`config.mk`:
```
export PLATFORM = sky130hd
export DESIGN_NAME = ps2_rx
export DESIGN_NICKNAME = d
export VERILOG_FILES = /design/src/rtl/ps2_rx.sv
export SDC_FILE = /design/constraint.sdc
export NUM_CORES = 1
export LEC_CHECK = 0
export CAP_MARGIN = 20
export CORE_MARGIN = 2
export CORE_UTILIZATION = 47
export CTS_BUF_LIST = sky130_fd_sc_hd__clkbuf_8
export CTS_CLUSTER_SIZE = 40
export DETAILED_ROUTE_END_ITERATION = 10
export GPL_TIMING_DRIVEN = 0
export PLACE_DENSITY_LB_ADDON = 0.25
export SYNTH_ARGS = -nofsm -noshare
export SYNTH_HDL_FRONTEND = slang
export SYNTH_SLANG_ARGS = --single-unit
```
`constraint.sdc`:
```
create_clock -name clk -period 1.85 [get_ports clk]
set_input_delay 0.4625 -clock clk [delete_from_list [all_inputs] [get_ports clk]]
set_output_delay 0.4625 -clock clk [all_outputs]
set_load 0.1 [all_outputs]
```
`src/rtl/ps2_rx.sv`:
```
// PS/2 host receiver: synchronise and filter the lines, deserialise 11-bit frames, check framing
// and odd parity, then hand good bytes out through a holding register (a 4-entry FIFO with PS2_RX_FIFO_EN).
module ps2_rx #(
  parameter int FILTER  = 4,
  parameter int TIMEOUT = 300
) (
  input  logic       clk,
  input  logic       reset_n,
  input  logic       ps2_clk,
  input  logic       ps2_dat,
  output logic [7:0] rx_data,
  output logic       rx_valid,
  input  logic       rx_ready,
  output logic       parity_err,
  output logic       frame_err,
  output logic       timeout_err,
  output logic       overrun,
  output logic [1:0] dbg_state
);

  localparam int FW = $clog2(FILTER + 1);
  localparam int WW = $clog2(TIMEOUT + 1);

  typedef enum logic [1:0] {
    IDLE  = 2'd0,
    SHIFT = 2'd1,
    CHECK = 2'd2
  } state_e;

  // Line conditioning: index 0 is ps2_clk, index 1 is ps2_dat.
  logic [1:0]    line_s;
  logic [1:0]    s1_q;
  logic [1:0]    s2_q;
  logic [1:0]    filt_q;
  logic [FW-1:0] fcnt_q [2];
  logic          fclk_prev_q;
  logic          fall;

  assign line_s = {ps2_dat, ps2_clk};

  always_ff @(posedge clk or negedge reset_n) begin
    if (!reset_n) begin
      s1_q        <= 2'b11;
      s2_q        <= 2'b11;
      filt_q      <= 2'b11;
      fclk_prev_q <= 1'b1;
      for (int i = 0; i < 2; i++) fcnt_q[i] <= '0;
    end else begin
      s1_q        <= line_s;
      s2_q        <= s1_q;
      fclk_prev_q <= filt_q[0];
      for (int i = 0; i < 2; i++) begin
        if (s2_q[i] == filt_q[i]) begin
          fcnt_q[i] <= '0;
        end else if (fcnt_q[i] == FW'(FILTER - 1)) begin
          filt_q[i] <= s2_q[i];
          fcnt_q[i] <= '0;
        end else begin
          fcnt_q[i] <= fcnt_q[i] + FW'(1);
        end
      end
    end
  end

  assign fall = fclk_prev_q & ~filt_q[0];

  // Frame FSM. Bits shift in from the top, so after 11 edges bit k sits at sr_q[k].
  state_e        state_q;
  logic [3:0]    bitcnt_q;
  logic [10:0]   sr_q;
  logic [WW-1:0] wd_q;
  logic          parity_err_q;
  logic          frame_err_q;
  logic          timeout_err_q;
  logic          frame_bad;
  logic          par_bad;
  logic          good_frame;

  assign frame_bad  = sr_q[0] | ~sr_q[10];
  assign par_bad    = ~(^sr_q[9:1]);
  assign good_frame = (state_q == CHECK) & ~frame_bad & ~par_bad;

  always_ff @(posedge clk or negedge reset_n) begin
    if (!reset_n) begin
      state_q       <= IDLE;
      bitcnt_q      <= 4'd0;
      sr_q          <= '0;
      wd_q          <= '0;
      parity_err_q  <= 1'b0;
      frame_err_q   <= 1'b0;
      timeout_err_q <= 1'b0;
    end else begin
      parity_err_q  <= 1'b0;
      frame_err_q   <= 1'b0;
      timeout_err_q <= 1'b0;
      case (state_q)
        IDLE: begin
          wd_q <= '0;
          if (fall) begin
            sr_q     <= {filt_q[1], 10'b0};
            bitcnt_q <= 4'd1;
            state_q  <= SHIFT;
          end
        end
        SHIFT: begin
          if (fall) begin
            sr_q     <= {filt_q[1], sr_q[10:1]};
            bitcnt_q <= bitcnt_q + 4'd1;
            wd_q     <= '0;
            if (bitcnt_q == 4'd10) state_q <= CHECK;
          end else if (wd_q == WW'(TIMEOUT - 1)) begin
            timeout_err_q <= 1'b1;
            bitcnt_q      <= 4'd0;
            wd_q          <= '0;
            state_q       <= IDLE;
          end else begin
            wd_q <= wd_q + WW'(1);
          end
        end
        CHECK: begin
          bitcnt_q <= 4'd0;
          state_q  <= IDLE;
          if (frame_bad)    frame_err_q  <= 1'b1;
          else if (par_bad) parity_err_q <= 1'b1;
        end
        default: state_q <= IDLE;
      endcase
    end
  end

  // Handshake: a byte transfers on any cycle where rx_valid && rx_ready; rx_valid never drops
  // without a transfer, and a good frame may be loaded on the same cycle a transfer frees space.
  logic overrun_q;
  logic pop;
  logic push;
  logic overrun_d;

`ifdef PS2_RX_FIFO_EN
  logic [7:0] mem_q [4];
  logic [1:0] wr_q;
  logic [1:0] rd_q;
  logic [2:0] cnt_q;
  logic       full;

  always_comb begin
    full      = (cnt_q == 3'd4);
    pop       = (cnt_q != 3'd0) & rx_ready;
    push      = good_frame & (~full | pop);
    overrun_d = good_frame & full & ~pop;
  end

  always_ff @(posedge clk or negedge reset_n) begin
    if (!reset_n) begin
      for (int i = 0; i < 4; i++) mem_q[i] <= 8'h00;
      wr_q      <= 2'd0;
      rd_q      <= 2'd0;
      cnt_q     <= 3'd0;
      overrun_q <= 1'b0;
    end else begin
      overrun_q <= overrun_d;
      if (push) begin
        mem_q[wr_q] <= sr_q[8:1];
        wr_q        <= wr_q + 2'd1;
      end
      if (pop) rd_q <= rd_q + 2'd1;
      cnt_q <= cnt_q + {2'b00, push} - {2'b00, pop};
    end
  end

  assign rx_data  = mem_q[rd_q];
  assign rx_valid = (cnt_q != 3'd0);
`else
  logic [7:0] data_q;
  logic [7:0] data_d;
  logic       valid_q;
  logic       valid_d;

  always_comb begin
    pop       = valid_q & rx_ready;
    push      = good_frame & (~valid_q | rx_ready);
    overrun_d = good_frame & valid_q & ~rx_ready;
    valid_d   = push | (valid_q & ~pop);
    data_d    = push ? sr_q[8:1] : data_q;
  end

  always_ff @(posedge clk or negedge reset_n) begin
    if (!reset_n) begin
      data_q    <= 8'h00;
      valid_q   <= 1'b0;
      overrun_q <= 1'b0;
    end else begin
      data_q    <= data_d;
      valid_q   <= valid_d;
      overrun_q <= overrun_d;
    end
  end

  assign rx_data  = data_q;
  assign rx_valid = valid_q;
`endif

  assign parity_err  = parity_err_q;
  assign frame_err   = frame_err_q;
  assign timeout_err = timeout_err_q;
  assign overrun     = overrun_q;
  assign dbg_state   = state_q;

endmodule

```
# Word-level counts from Yosys, hierarchy flattened
# Index checks and enable logic that the tools add are counted.
# word_totals
ff_bits,52
in_bits,5
out_inout_bits,15
word_cells,88
# classes
add_sub_neg,4
eq_ne,12
muxes,27
bitwise,19
reduce_logical,9
# op_table
operator,count
2-to-1 mux 11 bit,2
case mux 11 bit (2 select lines),1
2-to-1 mux 9 bit,2
case mux 9 bit (2 select lines),1
2-to-1 mux 3 bit,4
2-to-1 mux 4 bit,3
case mux 4 bit (3 select lines),1
"adder 9 x 1 -> 9 bit, second input constant",1
"equality test 9 bit, second input constant",1
AND reduction 3 bit,3
XOR reduction 9 bit,1
bitwise AND 1 bit,8
2-to-1 mux 1 bit,8
2-to-1 mux 2 bit,4
inverter 1 bit,8
"adder 3 x 1 -> 3 bit, second input constant",2
"equality test 3 x 2 -> 1 bit, second input constant",2
"!= test 3 bit, second input constant",2
"adder 4 x 1 -> 4 bit, second input constant",1
"equality test 4 bit, second input constant",1
"!= test 2 bit, second input constant",2
case mux 2 bit (2 select lines),1
AND reduction 2 bit,2
OR 1 bit,3
other kinds (6),7

# Longest topological paths before layout
# Gate-level depths: netlist of the first run.
# depth
word_depth,7
mapped_depth,7
depth_no_buf,7

# Least setup slack after synthesis of the first run
# Ideal clock, no wire load.
# synth_path
kind,register to register
startpoint,register state_q[1] (netlist: dbg_state[1])
endpoint,register sr_q[1]
setup_time_ns,0.065
arrival_time_ns,2.249
required_ns,1.785
setup_slack_ns,-0.464
path_stages_with_launch,7
path_buffers,2
synth_period_minus_slack_ns,2.314
cell_sequence,dfrtp_1 > inv_1 > ha_1 > clkbuf_1 > o21ai_0 > clkbuf_1 > a22o_2
# synth_between
elab_chain_cells,3
word_cells_on_any_way,7
cone_classes,eq/ne: 3; mux: 1; reduce/logical: 3
# synth_lines
item,line_no,source
from (decl),68,state_e state_q;
from (signal assigned),85,state_q <= IDLE;
from (signal assigned),102,state_q <= SHIFT;
from (signal assigned),110,if (bitcnt_q == 4'd10) state_q <= CHECK;
equality test 2 x 1 -> 1 bit or zero test 2 bit (tied branches),96,case (state_q)
!= test 2 bit (no line) or nonzero test 2 bit (tied branches),n/a,
AND reduction 3 bit (no line),n/a,
to (signal assigned),100,"sr_q <= {filt_q[1], 10'b0};"
to (signal assigned),107,"sr_q <= {filt_q[1], sr_q[10:1]};"
to (decl),70,logic [10:0] sr_q;
# Several ways; a longest one is shown, not always the timed one.
# A chain may end at the register's enable or synchronous reset.

# Worst setup path after layout of the first run
# layout_path
startpoint,register sr_q[5]
endpoint,register data_q[0] (netlist: rx_data[0])
# layout_between
elab_chain_cells,3
# layout_lines
item,line_no,source
XOR reduction 9 bit,80,assign par_bad = ~(^sr_q[9:1]);
bitwise AND 1 bit,81,assign good_frame = (state_q == CHECK) & ~frame_bad & ~par_bad;
bitwise AND 1 bit,180,push = good_frame & (~valid_q | rx_ready);
to (signal assigned),192,data_q <= data_d;
to (decl),173,logic [7:0] data_q;
# Every way passes these cells.

==> summary.md, run 1 <==
| Metric | Value |
|---|---|
| Outcome | `complete, but fails checks` |
| Failing checks | `setup timing` |
| Tmin final | `1860 ps` |
| Crit path max fanout | `8` |
| Share of cells above drive strength 1 | `0.292` |
| Final WS setup | `-10.4 ps` |
| Dpl hpwl | `2910 um` |
| Mapped Cells | `189` |
| Dpl ws | `-179 ps` |
| Crit start category | `flop` |
| Initial DRC Count | `120` |
| Clock-pin slew on the worst setup and hold paths | `90 ps` |
| Synthesized area per cell | `12.1 um2` |
| CTS tree | `done` |
| Ant. Diodes | `0` |
| Combinational share of power | `0.319` |
| Power Internal | `2.18 mW` |
| RePlAce Congestion | `0.795` |
| WHS | `162 ps` |
| Sequential power share | `0.454` |
| Total core area | `4690 um2` |
| Most frequent cells in the layout | `dfrtp_1, o21ai_0, clkdlybuf4s15_2` |
| Worst-skew pair later-pin latency | `300 ps` |
| Yosys warnings | `0` |
| Most common cell after layout, fill and taps aside | `dfrtp_1` |
| Hold/Removal Path Class | `in2async` |
| Fillers | `391` |
| Asr flop ratio synth | `1.00` |
| Final setup fails | `7` |
| Number of global-route vias before repair | `1,568` |
| CTS max path bufs | `2` |
| Synthesized cell area | `2280 um2` |
| Worst slew margin | `0.589` |
| Multi-input logic area | `962 um2` |
| Total Routing Usage GR | `0.169` |
| Antenna violations before repair | `0` |
| Num CTS Buffers | `5` |
| Hold Buf Count CTS | `0` |
| Max-cap viol count | `0` |
| Crit path DAT | `2050 ps` |
| Sw Ratio | `0.333` |
| DIE HEIGHT | `73.7 um` |
| Worst Setup Path Type | `reg2reg` |
| Peak supply drop | `0.850 mV` |
| Antenna-violating nets left | `0` |
| Leak | `1.32 nW` |
| RSZ-0062 raised after global routing | `yes` |
| CTS Sinks | `52` |
| Tightest Pin Transition | `616 ps` |
| Clock skew | `9.75 ps` |
| Port-buffer cells | `19` |
| WL final | `4190 um` |
| H-tree levels | `2` |
| # DRC | `0` |
| Netlist cell types | `36` |
| DR WL/cell | `15.0 um` |
| DR vias/cell | `5.64` |
| Nets | `239` |
| Root Buffer | `clkbuf_8` |
| F_max | `0.538 GHz` |
| Die area | `5430 um2` |
| First-pass GRT wire length | `6980 um` |
| FF/Latch Area | `1320 um2` |
| I/O pin cnt | `20` |
| Setup_tns | `-30.4 ps` |
| Finished layout cell area | `2790 um2` |
| Clock share of power | `0.227` |
| EDFF count, synth | `0` |
| Tcrit/Tclk final | `1.01` |
| Die width | `73.7 um` |
| Synth Flop Type | `dfrtp_1` |
| Row Count | `25` |
| #FFs+latches synth | `52` |
| Synthesized Nets | `203` |
| Pwr/cell area | `1170 nW/um2` |
| Net Sw Power | `1.09 mW` |
| Seq/Total Area, Yosys | `0.574` |
| Pin count of the biggest net entering global routing | `28` |
| Gr ovfl total | `0` |
| Layout area overhead | `22.3%` |
| Via count | `1,578` |
| Tot Pwr | `3.27 mW` |
| CP Capture Type | `flop` |
| CP required | `2040 ps` |
| First-pass detailed-route iteration total | `4` |
| Dpl cell area | `2570 um2` |
| Starting Density | `0.486` |
| Fin. max-slew vios | `0` |
| Hold Vio Cnt, Final | `0` |
[cell type report]
type | instances | share of cell area
sequential | 52 | 0.472
clock inverter | 3 | 0.0134
clock buffer | 5 | 0.0247
tap | 54 | 0.0242
buffer | 3 | 0.00717
timing repair buffer | 29 | 0.107
multi-input combinational | 129 | 0.345
inverter | 5 | 0.00672
[synthesized netlist by cell type (2+ instances only)]
cell       n  area, um2
o41ai_1    2       17.5
and3_1     7       43.8
nand2_1   13       48.8
ha_1       9        113
dfrtp_1   45       1130
o21ai_0   20        100
o31ai_1    2       15.0
nand3_1    3       15.0
clkbuf_1   3       11.3
nor2_1    11       41.3
xnor2_1    8       70.1
a21oi_1    2       10.0
a22o_2     2       20.0
nor3_1     5       25.0
a22o_1     9       78.8
inv_1      5       18.8
nor3b_1    4       30.0
dfstp_2    7        184
nor2b_1    3       18.8
mux2_2    11        124
nand2b_1   3       18.8
[sequential cells by signal (all words and copies together), names as in the netlist, 2 cells and up]
name	count
dbg_state	2
filt_q	2
s2_q	2
sr_q	11
s1_q	2
rx_data	8
fcnt_q	6
bitcnt_q	4
wd_q	9
[per-layer routing]
| layer | GRT usage | wire length (um) | vias to the layer above |
|---|---|---|---|
| met3 | 0.0357 | 133 | 4 |
| li1 | - | - | 749 |
| met2 | 0.307 | 2190 | 31 |
| met5 | 0 | 0 | - |
| met4 | 0.0566 | 50 | 0 |
| met1 | 0.198 | 1820 | 794 |
[power groups by stage]
stage | sequential (mW) | clock (mW) | combinational, mW
2_1_floorplan | 1.53 | 0 | 0.657
3_3_place_gp | 1.49 | 0 | 0.880
3_5_place_dp | 1.50 | 0 | 0.937
4_1_cts | 1.48 | 0.747 | 1.01
5_1_grt | 1.51 | 0.801 | 1.14
6_report | 1.48 | 0.741 | 1.04
[through the flow]
stage / util / std cells
after floorplan: - / 189
after global placement: 0.543 / 262
after detailed placement: 0.548 / 263
after CTS: 0.583 / 275
after global routing: 0.595 / 280
final: 0.595 / 280
[repair_timing]
action	CTS	global route
buffers inserted	4	5
setup endpoints to repair	41	26
pin swaps	5	6
resized for setup	49	11
[critical path, cell delays in order, from the launching register on]
cell and delay, ps:
dfrtp_1 440, xnor2_1 160, xnor3_1 440, xnor2_2 240, nand3_4 170, mux2_2 300
[logic make-up (layout without fill, tap and decap cells)]
group	after synthesis	in the layout	synth area share
xor gates and xnor gates	11	11	0.0515
adders and majority gates	9	9	0.0493
DFF	52	52	0.574
and+or+nand+nor	55	55	0.132
muxes	11	11	0.0543
AOI/OAI and AO/OA	43	43	0.126
buffers and inverters	8	45	0.0132
[path summary, 6_finish.rpt]
| path | from | slack (ps) | to | cells after the start |
|---|---|---|---|---|
| setup / recovery | sr_q[5]$_DFFE_PN0P_ | -10 | rx_data[0]$_DFFE_PN0P_ | 5 |
| max in group asynchronous | reset_n | 1070 | filt_q[0]$_DFFE_PN1P_ | 2 |
| setup reg to reg | sr_q[5]$_DFFE_PN0P_ | -10 | rx_data[0]$_DFFE_PN0P_ | 5 |
| hold reg to reg | s1_q[1]$_DFF_PN1_ | 360 | s2_q[1]$_DFF_PN1_ | 0 |
| hold / removal | reset_n | 160 | rx_data[6]$_DFFE_PN0P_ | 1 |
| min in group clk | s1_q[1]$_DFF_PN1_ | 360 | s2_q[1]$_DFF_PN1_ | 0 |
No activity file was read; power rests on OpenSTA's default activity.
==> inputs of run 2 (changes only) <==
--- a/config.mk
+++ b/config.mk
@@ -7,7 +7,7 @@
 export LEC_CHECK = 0
 export CAP_MARGIN = 20
 export CORE_MARGIN = 2
-export CORE_UTILIZATION = 47
+export CORE_UTILIZATION = 35
 export CTS_BUF_LIST = sky130_fd_sc_hd__clkbuf_8
 export CTS_CLUSTER_SIZE = 40
 export DETAILED_ROUTE_END_ITERATION = 10
==> run 2 against run 1 <==
Against the previous run: the flow now finishes without violations; routed wire length fell by 8.5%; clock power fell by 14%; combinational power fell by 4%; first-iteration DRC count fell by 50%; register-to-register slack improved by 50 ps; maximum frequency rose by 2.5%; critical endpoint is now rx_data[1]$_DFFE_PN0P_; largest cell class unchanged; largest power group unchanged.
==> summary.md, run 2 (same netlist as run 1, synthesis figures left out) <==
| Metric | Value |
|---|---|
| # DRC | `0 (unchanged)` |
| Tcrit/Tclk final | `0.981 (-0.0243)` |
| Worst Setup SP | `sr_q[2]$_DFFE_PN0P_` |
| Leak | `1.28 nW (-3.1%)` |
| Starting Density | `0.361 (-0.125)` |
| Hold/Removal Path Class | `in2async` |
| CP Capture Type | `flop` |
| Worst-path cell chain | `xnor2_1 > xnor3_1 > xnor2_2 > nand3_4 > mux2_2` |
| Die area | `7180 um2 (+32%)` |
| Share of cells above drive strength 1 | `0.278 (-0.0140)` |
| Finished layout cell area | `2760 um2 (-1.1%)` |
| CTS tree | `done` |
| Most common cell after layout, fill and taps aside | `dfrtp_1` |
| WL final | `3840 um (-8.5%)` |
| Number of global-route vias before repair | `1,592 (+1.5%)` |
| First-pass GRT wire length | `7180 um (+3.0%)` |
| Tightest Pin Transition | `544 ps (-72.4 ps)` |
| F_max | `0.551 GHz (+2.5%)` |
| Via count | `1,511 (-4.2%)` |
| Antenna violations before repair | `0 (unchanged)` |
| Hold Vio Cnt, Final | `0 (unchanged)` |
| Worst-skew pair later-pin latency | `300 ps (about the same)` |
| RSZ-0062 raised after global routing | `yes` |
| Worst R2R Start | `sr_q[2]$_DFFE_PN0P_` |
| Final setup fails | `0 (-7)` |
| Worst Setup Path Type | `reg2reg` |
| Nets | `236 (-1.3%)` |
| Total core area | `6310 um2 (+35%)` |
| CTS max path bufs | `2 (unchanged)` |
| Total Routing Usage GR | `0.123 (-0.0468)` |
| Crit start category | `flop` |
| Critical path's top delay family | `XOR/XNOR gates` |
| WHS | `107 ps (-55.3 ps)` |
| Initial DRC Count | `60 (-50%)` |
| Clock skew | `10.3 ps (+0.500 ps)` |
| Layout area overhead | `20.9%` |
| Antenna-violating nets left | `0 (unchanged)` |
| Row Count | `29 (+16%)` |
| Tmin final | `1820 ps (-45.0 ps)` |
| Crit-path max cell delay | `450 ps (about the same)` |
| DR vias/cell | `5.04 (-11%)` |
| Slowest-stage cell, CP | `xnor3_1` |
| First-pass detailed-route iteration total | `4 (unchanged)` |
| H-tree levels | `2 (unchanged)` |
| Most frequent cells in the layout | `dfrtp_1, clkdlybuf4s15_2, nand2_1` |
| Crit path DAT | `2010 ps (-40 ps)` |
| Num CTS Buffers | `5 (unchanged)` |
| I/O pin cnt | `20 (unchanged)` |
| Ant. Diodes | `0 (unchanged)` |
| Max-cap viol count | `0 (unchanged)` |
| Dpl cell area | `2590 um2 (+0.83%)` |
| Crit path max fanout | `8 (unchanged)` |
| Worst slew margin | `0.639 (+0.0500)` |
| Die width | `84.8 um (+15%)` |
| Fin. max-slew vios | `0 (unchanged)` |
| DIE HEIGHT | `84.8 um (+15%)` |
| Pwr/cell area | `1130 nW/um2 (-3.7%)` |
| Largest Register | `sr_q` |
| Pin count of the biggest net entering global routing | `33 (+18%)` |
| CP required | `2040 ps (about the same)` |
| Outcome | `complete, no violations` |
| Max reg flops | `11 (unchanged)` |
| CTS Sinks | `52 (unchanged)` |
| Buf/Inv on CP | `0 (unchanged)` |
| Clock-pin slew on the worst setup and hold paths | `100 ps (about the same)` |
| DR WL/cell | `12.8 um (-15%)` |
| Dpl hpwl | `2610 um (-10%)` |
| Root Buffer | `clkbuf_8` |
| RePlAce Congestion | `0.785 (-1.3%)` |
| Peak supply drop | `0.487 mV (-43%)` |
| Gr ovfl total | `0 (unchanged)` |
| Port-buffer cells | `19 (unchanged)` |
==> run 2: final timing paths <==
check                                          end  slack (ps)  cells after the start
hold reg to reg                  s2_q[1]$_DFF_PN1_         360                      0
hold / removal                 fcnt_q[2]$_DFF_PN0_         110                      1
min in group clk                 s2_q[1]$_DFF_PN1_         360                      0
setup / recovery            rx_data[1]$_DFFE_PN0P_          30                      5
setup reg to reg            rx_data[1]$_DFFE_PN0P_          30                      5
max in group asynchronous  bitcnt_q[1]$_DFFE_PN0P_        1210                      2
==> run 2: layout make-up <==
| class | instances | area [um2] |
|---|---|---|
| tap | 77 | 96.3 |
| clock buffer | 5 | 68.8 |
| clock inverter | 3 | 20.0 |
| fill | 621 | 3550 |
| buffer | 3 | 16.3 |
| sequential | 52 | 1320 |
| timing repair buffer | 26 | 269 |
| inverter | 5 | 18.8 |
| multi-input combinational | 129 | 953 |
==> run 2: routing by layer <==
metal  vias up  part of all wire  track usage
li1        741                 -            -
met1       750              0.49        0.157
met2        18              0.47        0.205
met3         2             0.035       0.0275
met4         0            0.0089       0.0433
met5         -                 0            0
==> run 2: timing repair <==
action | in CTS | in global routing
hold endpoints to repair | 0 | 0
endpoints found under the setup margin | 42 | 30
pin swaps | 5 | 3
hold buffers | 0 | 0
buffers inserted | 5 | 2
gates resized for setup | 47 | 16
==> run 2: power by group <==
group          switching (mW)  leakage (nW)  internal, mW
logic                   0.577         0.545         0.427
clock network           0.372        0.0455         0.264
registers               0.140         0.687          1.33
==> run 2: stage by stage <==
| step | TNS [ps] | util | setup WS, ps | instances | total power, mW |
|---|---|---|---|---|---|
| final | 0 | 0.437 | 34.6 | 300 | 3.11 |
| after global routing | -735 | 0.437 | -104 | 300 | 3.34 |
| after CTS | 0 | 0.434 | 2.46 | 299 | 3.17 |
| after detailed placement | -2520 | 0.411 | -194 | 286 | 2.42 |
| after global placement | -65640 | 0.408 | -1630 | 285 | 2.40 |
| after floorplan | 0 | - | 0.962 | 189 | 2.19 |
==> RTL change 1 (config.mk and constraints of run 1) <==
Set the parameter `FILTER` to 2 (it was 4).
--- a/src/rtl/ps2_rx.sv
+++ b/src/rtl/ps2_rx.sv
@@ -1,7 +1,7 @@
 // PS/2 host receiver: synchronise and filter the lines, deserialise 11-bit frames, check framing
 // and odd parity, then hand good bytes out through a holding register (a 4-entry FIFO with PS2_RX_FIFO_EN).
 module ps2_rx #(
-  parameter int FILTER  = 4,
+  parameter int FILTER  = 2,
   parameter int TIMEOUT = 300
 ) (
   input  logic       clk,
Behaviour: not the same (Yosys sat finds a counterexample within 10 cycles, from zero or initial values and one cycle with reset_n low).
==> RTL change 1 against run 1 <==
- the flow still finishes with violations (setup timing)
- critical path type unchanged
- wire length grew 0.69%
- non-clock buffer count decreased by 1
- final cell count decreased by 3.2%
- first-iteration DRC count grew 15%
- sequential power is 4% lower
- setup slack worse by 0.059 ns
- count of clock-buffer cells in the layout is the same
- synthesized area decreased by 3.9%
- worst hold slack got worse by 0.097 ns
- sequential cell count down 2
- total power increased by 4.4%
- clock power rose by 7.3%
- cell area fell by 3.7%
- highest routed layer unchanged
==> RTL change 1: results (changes against run 1) <==
GRT
-------------------------------------------------------------------
Global-route wire length before repair                      7130 µm   +2.3%
Pin count of the biggest net entering global routing             35   +25%

SYNTHESIS
-------------------------------------------------------------------
Compound-gate portion of the synthesized area                 13.0%   +0.46 points
Number of nets in the synthesized netlist                       195   -3.9%
Number of distinct library cells after synthesis                 40   +11%
Number of instances in the synthesized netlist                  183   -3.2%
Multiplexer share of the synthesized area                     5.65%   +0.22 points
Synthesized-area fraction occupied by adder cells             4.00%   -0.94 points
Sequential share of the synthesized area                      57.5%   +0.076 points
Synth Area in XOR/XNOR                                        5.37%   +0.21 points
Commonest cells in the synthesized netlist             sky130_fd_sc_hd__dfrtp_1 (43), sky130_fd_sc_hd__o21ai_0 (21), sky130_fd_sc_hd__nor2_1 (14)

STA
-------------------------------------------------------------------
Setup TNS                                                 -0.464 ns   -0.433 ns
PnR worst setup slack                                    -0.0691 ns   -0.0587 ns
Final setup violation count                                       9   +2
Clock tree skew after final layout                        0.0161 ns   +0.00636 ns
Slew @ Worst Pin                                           0.538 ns   -0.0779 ns

ROUTE
-------------------------------------------------------------------
Drt via density                                                5.69   +1.0%
Count of vias placed by the detailed router                    1543   -2.2%

POWER
-------------------------------------------------------------------
Peak VDD IR                                                  663 µV   -22%
Lkg Pwr                                                     1.26 nW   -4.4%

PLACEMENT
-------------------------------------------------------------------
Placed Cells incl. Taps                                         255   -3.0%
Pre-CTS worst setup slack                                 -0.172 ns   +0.00744 ns
Detailed placer's ending HPWL                               2860 µm   -1.8%

WORST SETUP PATH
-------------------------------------------------------------------
Data arrival time of the critical path                      2.12 ns   +0.07 ns

RUN STATUS
-------------------------------------------------------------------
Status                                                 finished, violations left
Violated checks                                        setup timing

CLOCK TREE
-------------------------------------------------------------------
Worst-path clk slew                                         0.11 ns   +0.02 ns

RTL change 1: kinds of logic after synthesis:
group	count (synthesis)
and+or+nand+nor	53
buffers and inverters	8
muxes	11
adders and majority gates	7
xor gates and xnor gates	11
AOI/OAI and AO/OA	43
DFF	50
RTL change 1: path summary, 6_finish.rpt:
check,endpoint
max,rx_data[1]
min,timeout_err
max reg2reg,rx_data[1]
min reg2reg,s2_q[1]
max in group asynchronous,s2_q[1]
min in group clk,s2_q[1]
RTL change 1: cell type report:
class | instances | area share, %
plain buffers | 3 | 0.651
clock buffers | 5 | 2.56
clock inverters | 3 | 1.77
inverters | 5 | 0.698
multi-input cells | 125 | 34.1
flip-flops and latches | 50 | 47.1
well taps | 52 | 2.42
repair buffers | 28 | 10.7
RTL change 1: power by group:
group	leakage, nW	switching [mW]	internal [mW]
combinational	0.541	0.636	0.554
clock	0.0587	0.385	0.410
sequential	0.660	0.141	1.28
total	1.26	1.16	2.25
RTL change 1: stage by stage:
stage / util (%) / area, µm²
2_1_floorplan: - / 2200
3_3_place_gp: 55.7 / 2460
3_5_place_dp: 56.0 / 2470
4_1_cts: 60.0 / 2650
5_1_grt: 60.9 / 2690
6_report: 60.9 / 2690
RTL change 1: layer usage:
layer  track usage, %  up-vias  wire length, µm
met5                0        -                0
met4             6.71        0               70
met3             4.72        6              155
met2             28.1       35             2070
met1             23.2      789             1930
li1                 -      713                -
RTL change 1: timing repair:
action	4_1_cts	5_1_grt
setup buffers	5	3
resized for setup	48	18
setup endpoints to repair	42	25
pin swaps	5	3
RTL change 1: worst max-delay path, cell delays in order (launching register included):
cell and delay (ns):
sky130_fd_sc_hd__dfrtp_1 0.41, sky130_fd_sc_hd__xnor2_1 0.19, sky130_fd_sc_hd__xnor3_1 0.47, sky130_fd_sc_hd__xnor2_2 0.24
sky130_fd_sc_hd__nand3_4 0.17, sky130_fd_sc_hd__mux2_2 0.31
==> RTL change 2 (settings of run 1) <==
Made on the original files. Take the reset off `data_q` and load it in a clocked block of its own.
--- a/src/rtl/ps2_rx.sv
+++ b/src/rtl/ps2_rx.sv
@@ -185,14 +185,16 @@
 
   always_ff @(posedge clk or negedge reset_n) begin
     if (!reset_n) begin
-      data_q    <= 8'h00;
       valid_q   <= 1'b0;
       overrun_q <= 1'b0;
     end else begin
-      data_q    <= data_d;
       valid_q   <= valid_d;
       overrun_q <= overrun_d;
     end
+  end
+
+  always_ff @(posedge clk) begin
+    data_q <= data_d;
   end
 
   assign rx_data  = data_q;
Formal check against the unedited RTL: no difference found for any inputs over 10 cycles, from zero or initial values and one cycle with reset_n low; that may be too few to reach the edited logic, so the function may still have changed.
==> RTL change 2 against run 1 <==
- synthesized area fell by 1.5%
- sequential cell count did not move
- count of clock-buffer cells in the layout rose by 1
- worst hold slack got worse by 0.038 ns
- cell area rose by 0.45%
- total power rose by 3.2%
- largest power group unchanged
- sequential share of layout area rose by 1.2 points
- setup slack got worse by 0.097 ns
- the flow still finishes with violations (setup timing)
- wire length fell by 4.9%
==> RTL change 2: results (changes against run 1) <==
GRT
-----------------------------------------------------------------------------
Overall Global Routing Usage                                            16.1%   -0.81 points
Vias in the first global route                                           1468   -6.4%
Met3 Use GR                                                             4.28%   +0.72 points
Routing usage on met1                                                   19.6%   -0.15 points
Global-route wire length before repair                                6630 µm   -4.9%

SYNTHESIS
-----------------------------------------------------------------------------
Multiplexer share of the synthesized area                               1.50%   -3.9 points
Synthesized-area fraction occupied by adder cells                       5.01%   +0.077 points
Commonest cells in the synthesized netlist                       sky130_fd_sc_hd__dfrtp_1 (37), sky130_fd_sc_hd__o21ai_0 (19), sky130_fd_sc_hd__nand2_1 (12)
Number of nets in the synthesized netlist                                 194   -4.4%
EDFF count, synth                                                           8   +8
Area share of the leading cell type in the synthesized netlist          41.2%   -8.1 points
Compound-gate portion of the synthesized area                           14.1%   +1.6 points
Sequential share of the synthesized area                                60.1%   +2.7 points
Number of instances in the synthesized netlist                            180   -4.8%
Commonest register cell after synthesis                          sky130_fd_sc_hd__dfrtp_1
Synth Area in XOR/XNOR                                                  4.90%   -0.25 points
Synth area leaders                                               sky130_fd_sc_hd__dfrtp_1 (41%), sky130_fd_sc_hd__edfxtp_1 (11%), sky130_fd_sc_hd__dfstp_2 (8.2%), sky130_fd_sc_hd__ha_1 (5.0%), sky130_fd_sc_hd__a22o_1 (4.3%)

STA
-----------------------------------------------------------------------------
PnR worst setup slack                                               -0.108 ns   -0.0973 ns
Final setup violation count                                                 8   +1
Clock tree skew after final layout                                  0.0103 ns   +0.000596 ns
Setup TNS                                                           -0.852 ns   -0.821 ns

RUN STATUS
-----------------------------------------------------------------------------
Status                                                           finished, violations left
Violated checks                                                  setup timing

PLACEMENT
-----------------------------------------------------------------------------
Total cell area at the placement stage                               2530 µm²   -1.5%
Placed Cells incl. Taps                                                   254   -3.4%
Detailed placer's ending HPWL                                         2760 µm   -5.3%
Pre-CTS worst setup slack                                           -0.248 ns   -0.0688 ns

ROUTE
-----------------------------------------------------------------------------
Drt via density                                                          5.51   -2.3%
Total routed wirelength                                               3990 µm   -4.9%
Detailed router's first-iteration violation count                         123   +2.5%

WORST SETUP PATH
-----------------------------------------------------------------------------
Max stage delay cell, worst path                                 sky130_fd_sc_hd__xnor3_1

POWER
-----------------------------------------------------------------------------
Peak VDD IR                                                            515 µV   -39%
Lkg Pwr                                                               1.24 nW   -5.5%

LAYOUT
-----------------------------------------------------------------------------
Number of nets in the layout                                              233   -2.5%
Layout Cells excl Fill                                                    274   -2.1%
Register containing the most flip-flops in the final layout              sr_q

## RTL change 2: cell count changes after synthesis, moves of 2 or more
cell / change
sky130_fd_sc_hd__and3_1: -3
sky130_fd_sc_hd__and3_2: +2
sky130_fd_sc_hd__mux2_2: -8
sky130_fd_sc_hd__a22o_1: +2
sky130_fd_sc_hd__a22o_2: -2
sky130_fd_sc_hd__dfrtp_1: -8
sky130_fd_sc_hd__edfxtp_1: +8
## RTL change 2: metal layers
layer  routed length, µm  vias to the layer above
met1                1750                      736
met4                  71                        0
met5                   0                        -
met3                 132                       12
met2                2030                       33
li1                    -                      728
## RTL change 2: cell families (layout without fill, tap and decap cells)
group                      after synthesis  count (layout)
buffers and inverters                    9              49
DFF                                     52              52
and+or+nand+nor                         53              53
xor gates and xnor gates                11              11
muxes                                    3               3
adders and majority gates                9               9
AOI/OAI and AO/OA                       43              43
## RTL change 2: final timing paths
check / from / to / slack (ns) / cells past startpoint
max in group asynchronous: reset_n / s1_q[0] / 1.46 / 2
min reg2reg: s1_q[1] / s2_q[1] / 0.36 / 0
min in group clk: s1_q[1] / s2_q[1] / 0.36 / 0
max reg2reg: sr_q[5] / rx_data[5] / -0.11 / 5
max: sr_q[5] / rx_data[5] / -0.11 / 5
min: reset_n / sr_q[3] / 0.12 / 2
## RTL change 2: area by class of cell
cell class	count	area [µm²]
multi-input combinational	119	905
inverter	6	22.5
clock inverter	2	38.8
tap	54	67.6
fill	366	1860
sequential	52	1360
clock buffer	6	82.6
buffer	3	16.3
timing repair buffer	32	314
## RTL change 2: where the power goes
part	switching, mW	internal (mW)	total, mW
Combinational	0.586	0.470	1.06
Clock	0.366	0.442	0.808
Sequential	0.151	1.36	1.51
Total	1.10	2.27	3.37
## RTL change 2: what timing repair did
item,4_1_cts,5_1_grt
gates cloned,0,0
resized for setup,47,13
endpoints found under the setup margin,23,31
setup buffers,5,9
pin swaps,3,6
